## src/rtl/mem_access_ctrl_pkg.sv

```systemverilog
// Shared encodings for the memory access controller: control-unit load/store cases,
// FSM states, byte-enable patterns and the alignment rule.
package mem_access_ctrl_pkg;

  typedef enum logic [2:0] {
    LdLw  = 3'b000,
    LdLh  = 3'b001,
    LdLhu = 3'b010,
    LdLb  = 3'b011,
    LdLbu = 3'b100
  } load_case_e;

  typedef enum logic [1:0] {
    WrSw = 2'b00,
    WrSh = 2'b01,
    WrSb = 2'b10
  } write_case_e;

  typedef enum logic [1:0] {
    StIdle = 2'b00,
    StBus  = 2'b01,
    StDone = 2'b10
  } state_e;

  localparam logic [3:0] BeWord   = 4'b1111;
  localparam logic [3:0] BeHalfLo = 4'b0011;
  localparam logic [3:0] BeHalfHi = 4'b1100;
  localparam logic [3:0] BeByte0  = 4'b0001;

  // Undefined encodings fall back to word accesses and so need word alignment.
  function automatic logic access_aligned(input logic       we,
                                          input logic [2:0] lc,
                                          input logic [1:0] wc,
                                          input logic [1:0] off);
    logic ok;
    ok = (off == 2'b00);
    if (we) begin
      if (wc == WrSh) ok = ~off[0];
      else if (wc == WrSb) ok = 1'b1;
    end else begin
      if (lc == LdLh || lc == LdLhu) ok = ~off[0];
      else if (lc == LdLb || lc == LdLbu) ok = 1'b1;
    end
    return ok;
  endfunction

endpackage

```

## src/rtl/mem_load_align.sv

```systemverilog
// Load-data formatter: selects the addressed byte/half lane and sign- or zero-extends it.
// Purely combinational; shared by the integer and FPU load paths.
module mem_load_align
  import mem_access_ctrl_pkg::*;
(
  input  logic [31:0] rdata,
  input  logic [1:0]  byte_off,
  input  logic [2:0]  load_case,
  output logic [31:0] data
);

  logic [7:0]  byte_sel;
  logic [15:0] half_sel;

  always_comb begin
    byte_sel = rdata[{byte_off, 3'b000} +: 8];
    half_sel = byte_off[1] ? rdata[31:16] : rdata[15:0];
    case (load_case)
      LdLh:    data = {{16{half_sel[15]}}, half_sel};
      LdLhu:   data = {16'h0000, half_sel};
      LdLb:    data = {{24{byte_sel[7]}}, byte_sel};
      LdLbu:   data = {24'h000000, byte_sel};
      default: data = rdata;
    endcase
  end

endmodule

```

## src/rtl/mem_access_ctrl.sv

```systemverilog
// Memory access controller: converts level-held control requests into one req/ack bus
// transaction with a busy stall. Optional bus watchdog enabled by MEM_TIMEOUT_EN.
module mem_access_ctrl
  import mem_access_ctrl_pkg::*;
#(
  parameter int unsigned ADDR_W         = 32,
  parameter int unsigned TIMEOUT_CYCLES = 255
) (
  input  logic              iCLK,
  input  logic              iRST,
  input  logic              iMemRead,
  input  logic              iMemWrite,
  input  logic [2:0]        iLoadCase,
  input  logic [1:0]        iWriteCase,
  input  logic [ADDR_W-1:0] iAddr,
  input  logic [31:0]       iWData,
  output logic              oBusy,
  output logic              oDone,
  output logic [31:0]       oRData,
  output logic              oMisaligned,
  output logic              oBusErr,
  output logic              oBusReq,
  output logic              oBusWe,
  output logic [ADDR_W-1:0] oBusAddr,
  output logic [3:0]        oBusByteEn,
  output logic [31:0]       oBusWData,
  input  logic              iBusAck,
  input  logic [31:0]       iBusRData
);

  state_e            state_q, state_d;
  logic [ADDR_W-1:0] addr_q;
  logic [31:0]       wdata_q, rdata_q;
  logic [2:0]        load_case_q;
  logic [1:0]        write_case_q;
  logic              we_q, misalign_q, bus_err_q;
  logic              req, aligned, accept, misalign_d, timeout, bus_req;
  logic [31:0]       load_data, wdata_rep;
  logic [3:0]        byte_en;

  assign req     = iMemRead | iMemWrite;
  assign aligned = access_aligned(iMemWrite, iLoadCase, iWriteCase, iAddr[1:0]);

`ifdef MEM_TIMEOUT_EN
  logic [7:0] wait_cnt_q;

  // Held at zero outside BUS so every bus access starts a fresh count.
  always_ff @(posedge iCLK or posedge iRST) begin
    if (iRST) wait_cnt_q <= '0;
    else if (state_q != StBus) wait_cnt_q <= '0;
    else if (!iBusAck) wait_cnt_q <= wait_cnt_q + 8'd1;
  end

  assign timeout = (state_q == StBus) && !iBusAck && (wait_cnt_q == 8'(TIMEOUT_CYCLES - 1));
`else
  logic [7:0] unused_timeout_cfg;
  assign unused_timeout_cfg = 8'(TIMEOUT_CYCLES);
  assign timeout = 1'b0;
`endif

  always_comb begin
    state_d    = state_q;
    accept     = 1'b0;
    misalign_d = 1'b0;
    unique case (state_q)
      StIdle: begin
        if (req) begin
          if (aligned) begin
            accept  = 1'b1;
            state_d = StBus;
          end else begin
            misalign_d = 1'b1;
          end
        end
      end
      StBus: begin
        if (iBusAck) state_d = StDone;
        else if (timeout) state_d = StIdle;
      end
      StDone:  state_d = StIdle;
      default: state_d = StIdle;
    endcase
  end

  always_ff @(posedge iCLK or posedge iRST) begin
    if (iRST) begin
      state_q      <= StIdle;
      addr_q       <= '0;
      wdata_q      <= '0;
      rdata_q      <= '0;
      load_case_q  <= '0;
      write_case_q <= '0;
      we_q         <= 1'b0;
      misalign_q   <= 1'b0;
      bus_err_q    <= 1'b0;
    end else begin
      state_q    <= state_d;
      misalign_q <= misalign_d;
      bus_err_q  <= timeout;
      if (accept) begin
        addr_q       <= iAddr;
        wdata_q      <= iWData;
        load_case_q  <= iLoadCase;
        write_case_q <= iWriteCase;
        we_q         <= iMemWrite;
      end
      if (state_q == StBus && iBusAck && !we_q) rdata_q <= load_data;
    end
  end

  mem_load_align u_load_align (
    .rdata    (iBusRData),
    .byte_off (addr_q[1:0]),
    .load_case(load_case_q),
    .data     (load_data)
  );

  always_comb begin
    byte_en   = BeWord;
    wdata_rep = wdata_q;
    if (we_q) begin
      case (write_case_q)
        WrSh: begin
          byte_en   = addr_q[1] ? BeHalfHi : BeHalfLo;
          wdata_rep = {2{wdata_q[15:0]}};
        end
        WrSb: begin
          byte_en   = BeByte0 << addr_q[1:0];
          wdata_rep = {4{wdata_q[7:0]}};
        end
        default: ;
      endcase
    end
  end

  assign bus_req     = (state_q == StBus);
  assign oBusReq     = bus_req;
  assign oBusWe      = bus_req & we_q;
  assign oBusAddr    = bus_req ? {addr_q[ADDR_W-1:2], 2'b00} : '0;
  assign oBusByteEn  = bus_req ? byte_en : 4'b0000;
  assign oBusWData   = bus_req ? wdata_rep : 32'h0;
  assign oBusy       = bus_req | ((state_q == StIdle) & req & aligned);
  assign oDone       = (state_q == StDone);
  assign oRData      = rdata_q;
  assign oMisaligned = misalign_q;
  assign oBusErr     = bus_err_q;

endmodule

```

## config.mk

```make
export PLATFORM = sky130hd
export DESIGN_NAME = mem_access_ctrl
export DESIGN_NICKNAME = d
export VERILOG_FILES = /design/src/rtl/mem_access_ctrl_pkg.sv /design/src/rtl/mem_load_align.sv /design/src/rtl/mem_access_ctrl.sv
export SDC_FILE = /design/constraint.sdc
export NUM_CORES = 1
export LEC_CHECK = 0
export BUFFER_PORTS_ARGS = -buffer_cell sky130_fd_sc_hd__buf_2
export CORE_MARGIN = 2
export CORE_UTILIZATION = 50
export CTS_CLUSTER_DIAMETER = 30
export DETAILED_ROUTE_END_ITERATION = 6
export PLACE_DENSITY_LB_ADDON = 0.3
export SETUP_SLACK_MARGIN = 0.3
export SLEW_MARGIN = 20
export SYNTH_ARGS = -nofsm -noshare
export SYNTH_HDL_FRONTEND = slang
export SYNTH_SLANG_ARGS = --single-unit
export TNS_END_PERCENT = 10
```

## constraint.sdc

```tcl
create_clock -name iCLK -period 4.6 [get_ports iCLK]
set_input_delay 0.92 -clock iCLK [delete_from_list [all_inputs] [get_ports iCLK]]
set_output_delay 0.92 -clock iCLK [all_outputs]
set_load 0.05 [all_outputs]
```

After elaboration in Yosys (flattened, before gate mapping)
Index checks and enable logic that the tools add are counted.
{"block": "totals", "register_bits": 105, "latch_bits": 0, "word_cells": 66, "n_memories": 0, "in_bits": 106, "mem_bits_ro": 0, "mem_bits_rw": 0, "output_inout_bits": 106}
{"block": "op_classes", "n_lt_le_gt_ge": 0, "shift": 2, "n_div": 0, "n_bitwise": 6, "addsub": 0, "multipliers": 0, "mux": 25, "n_reduce_logical": 8, "eq_ne": 17}
{"cell": "32-bit case mux with 4 select lines", "count": 1}
{"cell": "32-bit 2-to-1 mux", "count": 3}
{"cell": "32-bit case mux with 2 select lines", "count": 1}
{"cell": "32-bit by 6-bit variable part select with 8-bit output", "count": 1}
{"cell": "16-bit 2-to-1 mux", "count": 1}
{"cell": "3-bit by 2-bit equality test with 1-bit output (second input constant)", "count": 4}
{"cell": "4-bit 2-to-1 mux", "count": 3}
{"cell": "1-bit 2-to-1 mux", "count": 11}
{"cell": "4-bit case mux with 2 select lines", "count": 1}
{"cell": "2-bit by 1-bit equality test with 1-bit output (second input constant)", "count": 3}
{"cell": "2-bit equality test (second input constant)", "count": 3}
{"cell": "3-bit by 1-bit equality test with 1-bit output (second input constant)", "count": 2}
{"cell": "3-bit equality test (second input constant)", "count": 2}
{"cell": "2-bit 2-to-1 mux", "count": 3}
{"cell": "2-bit != test (second input constant)", "count": 3}
{"cell": "2-bit zero test", "count": 2}
{"cell": "2-bit case mux with 2 select lines", "count": 1}
{"cell": "1-bit by 2-bit left shift with 4-bit output (first input constant)", "count": 1}
{"cell": "1-bit AND", "count": 3}
{"cell": "3-bit AND reduction", "count": 1}
{"cell": "1-bit logical AND", "count": 2}
{"cell": "1-bit logical OR", "count": 2}
{"cell": "1-bit bitwise OR", "count": 2}
{"cell": "1-bit zero test", "count": 1}
{"cell": "1-bit inverter", "count": 1}

Depth between registers and ports, before layout
Gate-level depths: netlist of the first run.
{"block": "depth", "word_depth": 8, "depth_mapped": 7, "depth_no_buf": 6}

Modules after synthesis
From an unflattened synthesis of the first run, not the netlist that was laid out.
{"block": "unflattened", "cells_unflattened": 812, "area_unflattened_um2": 7656.1}
{"mod": "mem_access_ctrl", "cells_per_inst": 691, "area_each_um2": 6794.0, "n_inst": 1}
{"mod": "mem_load_align", "cells_per_inst": 121, "area_each_um2": 862.1, "n_inst": 1}

Least setup slack after synthesis of the first run
Ideal clock, no wire load.
{"block": "synth_timing", "path_type": "input to output", "start": "input iWriteCase[1]", "end": "output oBusy", "arrival_time_ns": 2.480, "path_stages": 4, "setup_slack_ns": 1.200, "cell_sequence": "nand2b_1 -> a21oi_1 -> o21ai_0 -> o21ai_0"}
{"block": "synth_between", "elab_chain_cells": 6}
{"item": "start, declared", "line": "mem_access_ctrl.sv:14", "rtl": "input logic [1:0] iWriteCase,"}
{"item": "2-bit equality test", "line": "mem_access_ctrl_pkg.sv:39", "rtl": "else if (wc == WrSb) ok = 1'b1;"}
{"item": "1-bit 2-to-1 mux", "line": "mem_access_ctrl_pkg.sv:39"}
{"item": "1-bit 2-to-1 mux *", "line": "mem_access_ctrl_pkg.sv:38", "rtl": "if (wc == WrSh) ok = ~off[0];"}
{"item": "1-bit 2-to-1 mux *", "line": "mem_access_ctrl_pkg.sv:37", "rtl": "if (we) begin"}
{"item": "1-bit AND *", "line": "mem_access_ctrl.sv:142", "rtl": "assign oBusy = bus_req | ((state_q == StIdle) & req & aligned);"}
{"item": "1-bit bitwise OR *", "line": "mem_access_ctrl.sv:142"}
{"item": "end, declared", "line": "mem_access_ctrl.sv:17", "rtl": "output logic oBusy,"}
Every way passes the cells marked *; elsewhere a longest branch is shown, timed or not.

Final worst setup path of the first run
{"block": "layout_timing", "start": "register state_q[1]", "end": "output oBusAddr[29]"}
{"block": "layout_between", "elab_chain_cells": 2}
{"item": "start, declared", "line": "mem_access_ctrl.sv:31", "rtl": "state_e state_q, state_d;"}
{"item": "start signal, assigned", "line": "mem_access_ctrl.sv:87", "rtl": "state_q <= StIdle;"}
{"item": "start signal, assigned", "line": "mem_access_ctrl.sv:97", "rtl": "state_q <= state_d;"}
{"item": "2-bit by 1-bit equality test with 1-bit output", "line": "mem_access_ctrl.sv:136", "rtl": "assign bus_req = (state_q == StBus);"}
{"item": "32-bit 2-to-1 mux", "line": "mem_access_ctrl.sv:139", "rtl": "assign oBusAddr = bus_req ? {addr_q[ADDR_W-1:2], 2'b00} : '0;"}
{"item": "end, declared", "line": "mem_access_ctrl.sv:24", "rtl": "output logic [ADDR_W-1:0] oBusAddr,"}
Every way passes these cells.

==> results.yml, run 1 <==
logic_synthesis:
  synth.top_cell.area_share: 0.456
  yosys_most_used_dff: "dfrtp_1"
  yosys_warnings: 0
  synth_compound_area_frac: 0.160
  ys_ff_latch: 105
  synth_xor_xnor_area_share: 0.00304
  netlist_instances: 520
  async_reset_ff_frac: 1.00
  muxShareOfSynthArea: 0.213
  synthSimpleGateAreaFrac: 0.118
  yosys-top-cells-count: "dfrtp_1 (105), mux2_4 (69), a21oi_1 (56)"
  synth_top_family_by_area: "multiplexers"
  synthAdderAreaFrac: 0.00630
  synth.avg_cell_area_sq_um: 11.1
  yosys.area.top_type: "dfrtp_1"
  synth.distinct_cells: 44
  synth_most_common_cell: "dfrtp_1"
  synth_edf_count: 0
  seq_area_frac_synth: 0.456
  netlist_area_sq_um: 5760
  synth.area.top_cells: "dfrtp_1 (46%), mux2_4 (18%), a21oi_1 (4.9%), and2_1 (4.5%), nor2_1 (3.3%)"
floorplanning:
  row_count: 39
  io_pins: 212
  initial_core_util: 0.509
  coreArea_sq_um: 11300
  die_y_um: 111
  die-area_sq_um: 12400
  die_w_um: 111
layout:
  area_growth_pct: 23.9
  fill_cells: 930
  n_antenna_cell: 0
  design_area_sq_um: 7140
  layout-drive-gt1-share: 0.446
  nets: 817
clocking:
  cts_tree: "done"
  clk_pin_slew_ns: 0.07
  clkLatencyLatePin_ns: 0.35
  clockBufferDepth: 2
  post_cts_resized: 0
  cts_htree_levels: 3
  cts_sinks: 105
  postCtsSetupBuffers: 0
  hold_buffers: 0
  cts-buffers-inserted: 9
  cts_root_buffer: "clkbuf_16"
detailed_routing:
  drtIter0Drc: 377
  via_count: 4939
  drc: 0
  routed_via_density: 5.77
  post_drt_wl_per_cell_um: 18.2
  ant_nets: 0
  wirelength_um: 15600
  firstDrtPassIters: 5
critical_path:
  worst_setup_path_end_kind: "output port"
  r2r_setup_slack_ns: 1.57
  crit_fanout: 43
  critPathLaunch: "state_q[1]"
  crit_family: "buffers and inverters"
  critPathBufInv: 3
  worstSetupStartpointType: "flop"
  path_class: "flop to output port"
  slowest_stage: "clkinv_1"
  timing.rr.start: "state_q[1]"
  cp.arrival_ns: 2.71
  path_cells: "nand2b_1, buf_4, clkinv_1, and2_1, buf_2"
  critPathMaxStageDelay_ns: 0.83
  crit_required_ns: 3.68
sta:
  finalCriticalPeriod_ns: 3.63
  hold_viol: 0
  setup_viol: 0
  rsz0062_at_grt: "false"
  relSlewSlack: 0.339
  period_share: 0.788
  clock_skew_ns: 0.00852
  clock.fmax_ghz: 0.276
  finalSetupTns_ns: 0
  worst_slew_pin_slew_ns: 0.985
  drv_slew: 0
global_route:
  grt.overflow.total: 0
  grt_pass1_wl_um: 24900
  grt_pass1_vias: 4974
  grt_start_max_net_pins: 84
  grt_antenna_before_repair: 0
  gr-usage-all-layers: 0.249
placement:
  post-dp-hpwl_um: 10900
  portBuffers: 208
  place_congestion: 0.923
  placed_area_sq_um: 6840
min_path:
  worstHoldStart: "oRData[15]"
  min_path_type: "flop to flop"
power:
  peakVddDrop_v: 0.000523
  p_per_area_nw_per_um2: 903
  p_leak_uw: 0.00349
  power_uw: 6450
run_status:
  status: "finished clean"
run:
  maxCapViolCount: 0
layout by cell type (no fill, tap or decap), drive strengths merged, types with 5 or more instances in the layout:
cell and count:
o221ai 8, o21ai 12, inv 9, nor2b 5, o21a 16, and2 41
nand2 23, o21bai 8, mux2 74, o22ai 10, buf 215, clkbuf 9
mux4 5, nand2b 6, dfrtp 105, a22oi 18, a21oi 57, nand3 5
nor2 51
cell type report:
class	instances	area [sq um]	area share
multi-input cells	369	2900	0.407
flip-flops and latches	105	2630	0.368
repair buffers	215	1090	0.153
clock buffers	9	225	0.0316
well taps	143	179	0.0251
clock inverters	6	68.8	0.00964
inverters	9	38.8	0.00544
worst min-delay path, cell delays in order (launching register included):
cell and delay, ns:
dfrtp_1 0.34, nand2_1 0.05, o21ai_0 0.06
stage by stage:
| step | hold WS, ns | setup slack (ns) | std cells | util |
|---|---|---|---|---|
| floorplan | 0.473 | 0.919 | 522 | - |
| global placement | 0.487 | 1.40 | 841 | 0.604 |
| detailed placement | 0.473 | 1.38 | 841 | 0.604 |
| CTS | 0.489 | 1.07 | 856 | 0.630 |
| global route | 0.516 | 0.777 | 856 | 0.630 |
| finish | 0.488 | 0.975 | 856 | 0.630 |
path summary, 6_finish.rpt:
check | to | cells past startpoint
worst max-delay path | oBusAddr[29] | 5
worst min-delay path | oRData[15] | 2
worst max register to register | oRData[14] | 7
worst min register to register | oRData[15] | 2
max in group asynchronous | oRData[14] | 3
min in group asynchronous | addr_q[7] | 2
cells by family after synthesis:
group / Yosys count
other cells: 1
simple gates: 138
fa+ha+maj: 3
xor+xnor: 2
compound gates: 142
buf+inv: 48
flops: 105
mux: 81
state kept, by name, summed over array words and instances (netlist names):
name / cells
addr_q: 32
oRData: 32
wdata_q: 32
load_case_q: 3
state_q: 2
write_case_q: 2
oMisaligned: 1
we_q: 1
routing by layer:
| metal | vias up | track usage | routed length [um] |
|---|---|---|---|
| li1 | 2219 | - | - |
| met3 | 43 | 0.0541 | 1250 |
| met2 | 257 | 0.407 | 7430 |
| met4 | 0 | 0.105 | 459 |
| met5 | - | 0 | 0 |
| met1 | 2420 | 0.323 | 6440 |
power breakdown:
group          switching [uW]  internal (uW)  leakage [uW]
sequential                413           1390       0.00122
combinational            2550           1320       0.00213
clock                     351            422      0.000142
total                    3310           3130       0.00349
Power figures use the tool's default switching activity.
==> run 2, diff against run 1 <==
--- a/config.mk
+++ b/config.mk
@@ -7,7 +7,7 @@
 export LEC_CHECK = 0
 export BUFFER_PORTS_ARGS = -buffer_cell sky130_fd_sc_hd__buf_2
 export CORE_MARGIN = 2
-export CORE_UTILIZATION = 50
+export CORE_UTILIZATION = 45
 export CTS_CLUSTER_DIAMETER = 30
 export DETAILED_ROUTE_END_ITERATION = 6
 export PLACE_DENSITY_LB_ADDON = 0.3
==> constraint.sdc (replaced) <==
create_clock -name iCLK -period 3.16 [get_ports iCLK]
set_input_delay 0.632 -clock iCLK [delete_from_list [all_inputs] [get_ports iCLK]]
set_output_delay 0.632 -clock iCLK [all_outputs]
set_load 0.05 [all_outputs]
==> run 2 against run 1 <==
Die area increased by 11%. Cell area increased by 1.8%. Largest cell class unchanged. Wire length increased by 0.73%. Critical path type unchanged. Count of clock-buffer cells in the layout increased by 6. Largest power group unchanged. Clock power increased by 41%. Global-route usage decreased by 1.9 points. First-iteration DRC count decreased by 23%. Register-to-register slack got worse by 0.76 ns. Core utilization decreased by 5.2 points. Non-clock buffer count increased by 9. Highest routed layer unchanged. Cell count increased by 4.6%. Sequential power increased by 45%.
==> results.yml, run 2 (synthesis results as in run 1) <==
placement:
  numPlacedInstances: 879
  placed_area_sq_um: 6970
  portBuffers: 208
  post-dp-hpwl_um: 11600
  place_congestion: 0.877
  dp_slack_ns: 0.550
run_status:
  status: "finished clean"
critical_path:
  worst_setup_path_end_kind: "output port"
  crit_fanout: 11
  slowest_stage: "dfrtp_1"
  cp.arrival_ns: 2.07
  r2r_setup_slack_ns: 0.81
  crit_required_ns: 2.53
  critPathMaxStageDelay_ns: 0.37
  path_cells: "inv_1, ha_1, nand2b_1, buf_4, a221oi_1, nor2_1, buf_2"
  path_class: "flop to output port"
  worstSetupStartpointType: "flop"
clocking:
  clockBufferDepth: 2
  postCtsSetupBuffers: 0
  clk_pin_slew_ns: 0.07
  cts_sinks: 105
  cts_htree_levels: 3
  clkLatencyLatePin_ns: 0.35
  cts_tree: "done"
  cts-buffers-inserted: 9
  cts_root_buffer: "clkbuf_16"
  hold_buffers: 0
floorplanning:
  row_count: 41
  initial_core_util: 0.458
  die-area_sq_um: 13700
  io_pins: 212
  die_y_um: 117
  die_w_um: 117
  coreArea_sq_um: 12600
sta:
  hold_viol: 0
  relSlewSlack: 0.477
  setup_viol: 0
  rsz0062_at_grt: "true"
  drv_slew: 0
  finalCriticalPeriod_ns: 2.71
  layout_setup_ws_ns: 0.454
  period_share: 0.856
  worst_slew_pin_slew_ns: 0.785
  clock_skew_ns: 0.00636
  clock.fmax_ghz: 0.370
  finalSetupTns_ns: 0
detailed_routing:
  firstDrtPassIters: 4
  via_count: 4782
  wirelength_um: 15700
  ant_nets: 0
  drc: 0
  drtIter0Drc: 291
  routed_via_density: 5.34
  post_drt_wl_per_cell_um: 17.5
global_route:
  grt_antenna_before_repair: 0
  grt_pass1_vias: 4711
  grt.overflow.total: 0
  gr-usage-all-layers: 0.230
  grt_pass1_wl_um: 24000
  grt_start_max_net_pins: 53
layout:
  n_antenna_cell: 0
  final_cell_mix: "buf_2 (208), dfrtp_1 (105), mux2_4 (69), a21oi_1 (56), nor2_1 (49)"
  nets: 826
  layoutNonFillerInstCount: 895
  final-seq-area_sq_um: 2630
  fill_cells: 1085
  multi_input_area_sq_um: 2910
  design_area_sq_um: 7260
  layout_commonest_cell: "buf_2"
  area_growth_pct: 26.1
  layout-drive-gt1-share: 0.451
power:
  peakVddDrop_v: 0.000829
  p_per_area_nw_per_um2: 1300
  power_uw: 9430
  p_leak_uw: 0.00355
run:
  maxCapViolCount: 0
min_path:
  min_path_type: "input port to async pin"
## run 2: cell types whose count changed in the layout (fill, tap and decap cells not counted), moves of 2 or more
| cell | delta |
|---|---|
| buf_12 | +2 |
| buf_4 | +7 |
| clkbuf_1 | +3 |
| clkbuf_8 | +3 |
| inv_6 | -2 |
## run 2: critical path: cells and delay by family (launching register included)
| kind | cells | cell delay (ns) |
|---|---|---|
| buffers and inverters | 3 | 0.48 |
| adders and majority gates | 1 | 0.31 |
| DFF | 1 | 0.37 |
| and+or+nand+nor | 2 | 0.31 |
| AOI/OAI and AO/OA | 1 | 0.24 |
## run 2: worst paths after layout
path | cells after the start | to | from
min | 2 | addr_q[7] | iRST
max reg2reg | 7 | oRData[23] | state_q[1]
min in group iCLK | 2 | state_q[0] | iBusAck
min reg2reg | 1 | addr_q[6] | addr_q[6]
max | 7 | oBusWData[30] | write_case_q[0]
max in group asynchronous | 3 | wdata_q[3] | iRST
## run 2: per-layer routing
| layer | up-vias | routed length [um] | global-route usage |
|---|---|---|---|
| li1 | 2242 | - | - |
| met1 | 2300 | 6580 | 0.295 |
| met2 | 217 | 7480 | 0.373 |
| met3 | 23 | 1280 | 0.0613 |
| met4 | 0 | 344 | 0.0933 |
| met5 | - | 0 | 0 |
## run 2: cell type report
type,instances,area share
timing repair buffer,224,0.163
multi-input combinational,369,0.401
tap,172,0.0296
sequential,105,0.362
clock inverter,1,0.00121
inverter,9,0.00517
clock buffer,15,0.0382
## run 2: report_power, final
group	switching (uW)	internal, uW
combinational	3740	2000
clock	483	602
sequential	595	2020
## run 2: what timing repair did
item                       4_1_cts  5_1_grt
hold endpoints to repair         0        0
gates resized for setup          1        1
setup endpoints to repair        8        9
## run 2: through the flow
stage | hold WS (ns) | utilization
2_1_floorplan | 0.473 | -
3_3_place_gp | 0.477 | 0.555
3_5_place_dp | 0.484 | 0.555
4_1_cts | 0.393 | 0.578
5_1_grt | 0.420 | 0.578
6_report | 0.367 | 0.578
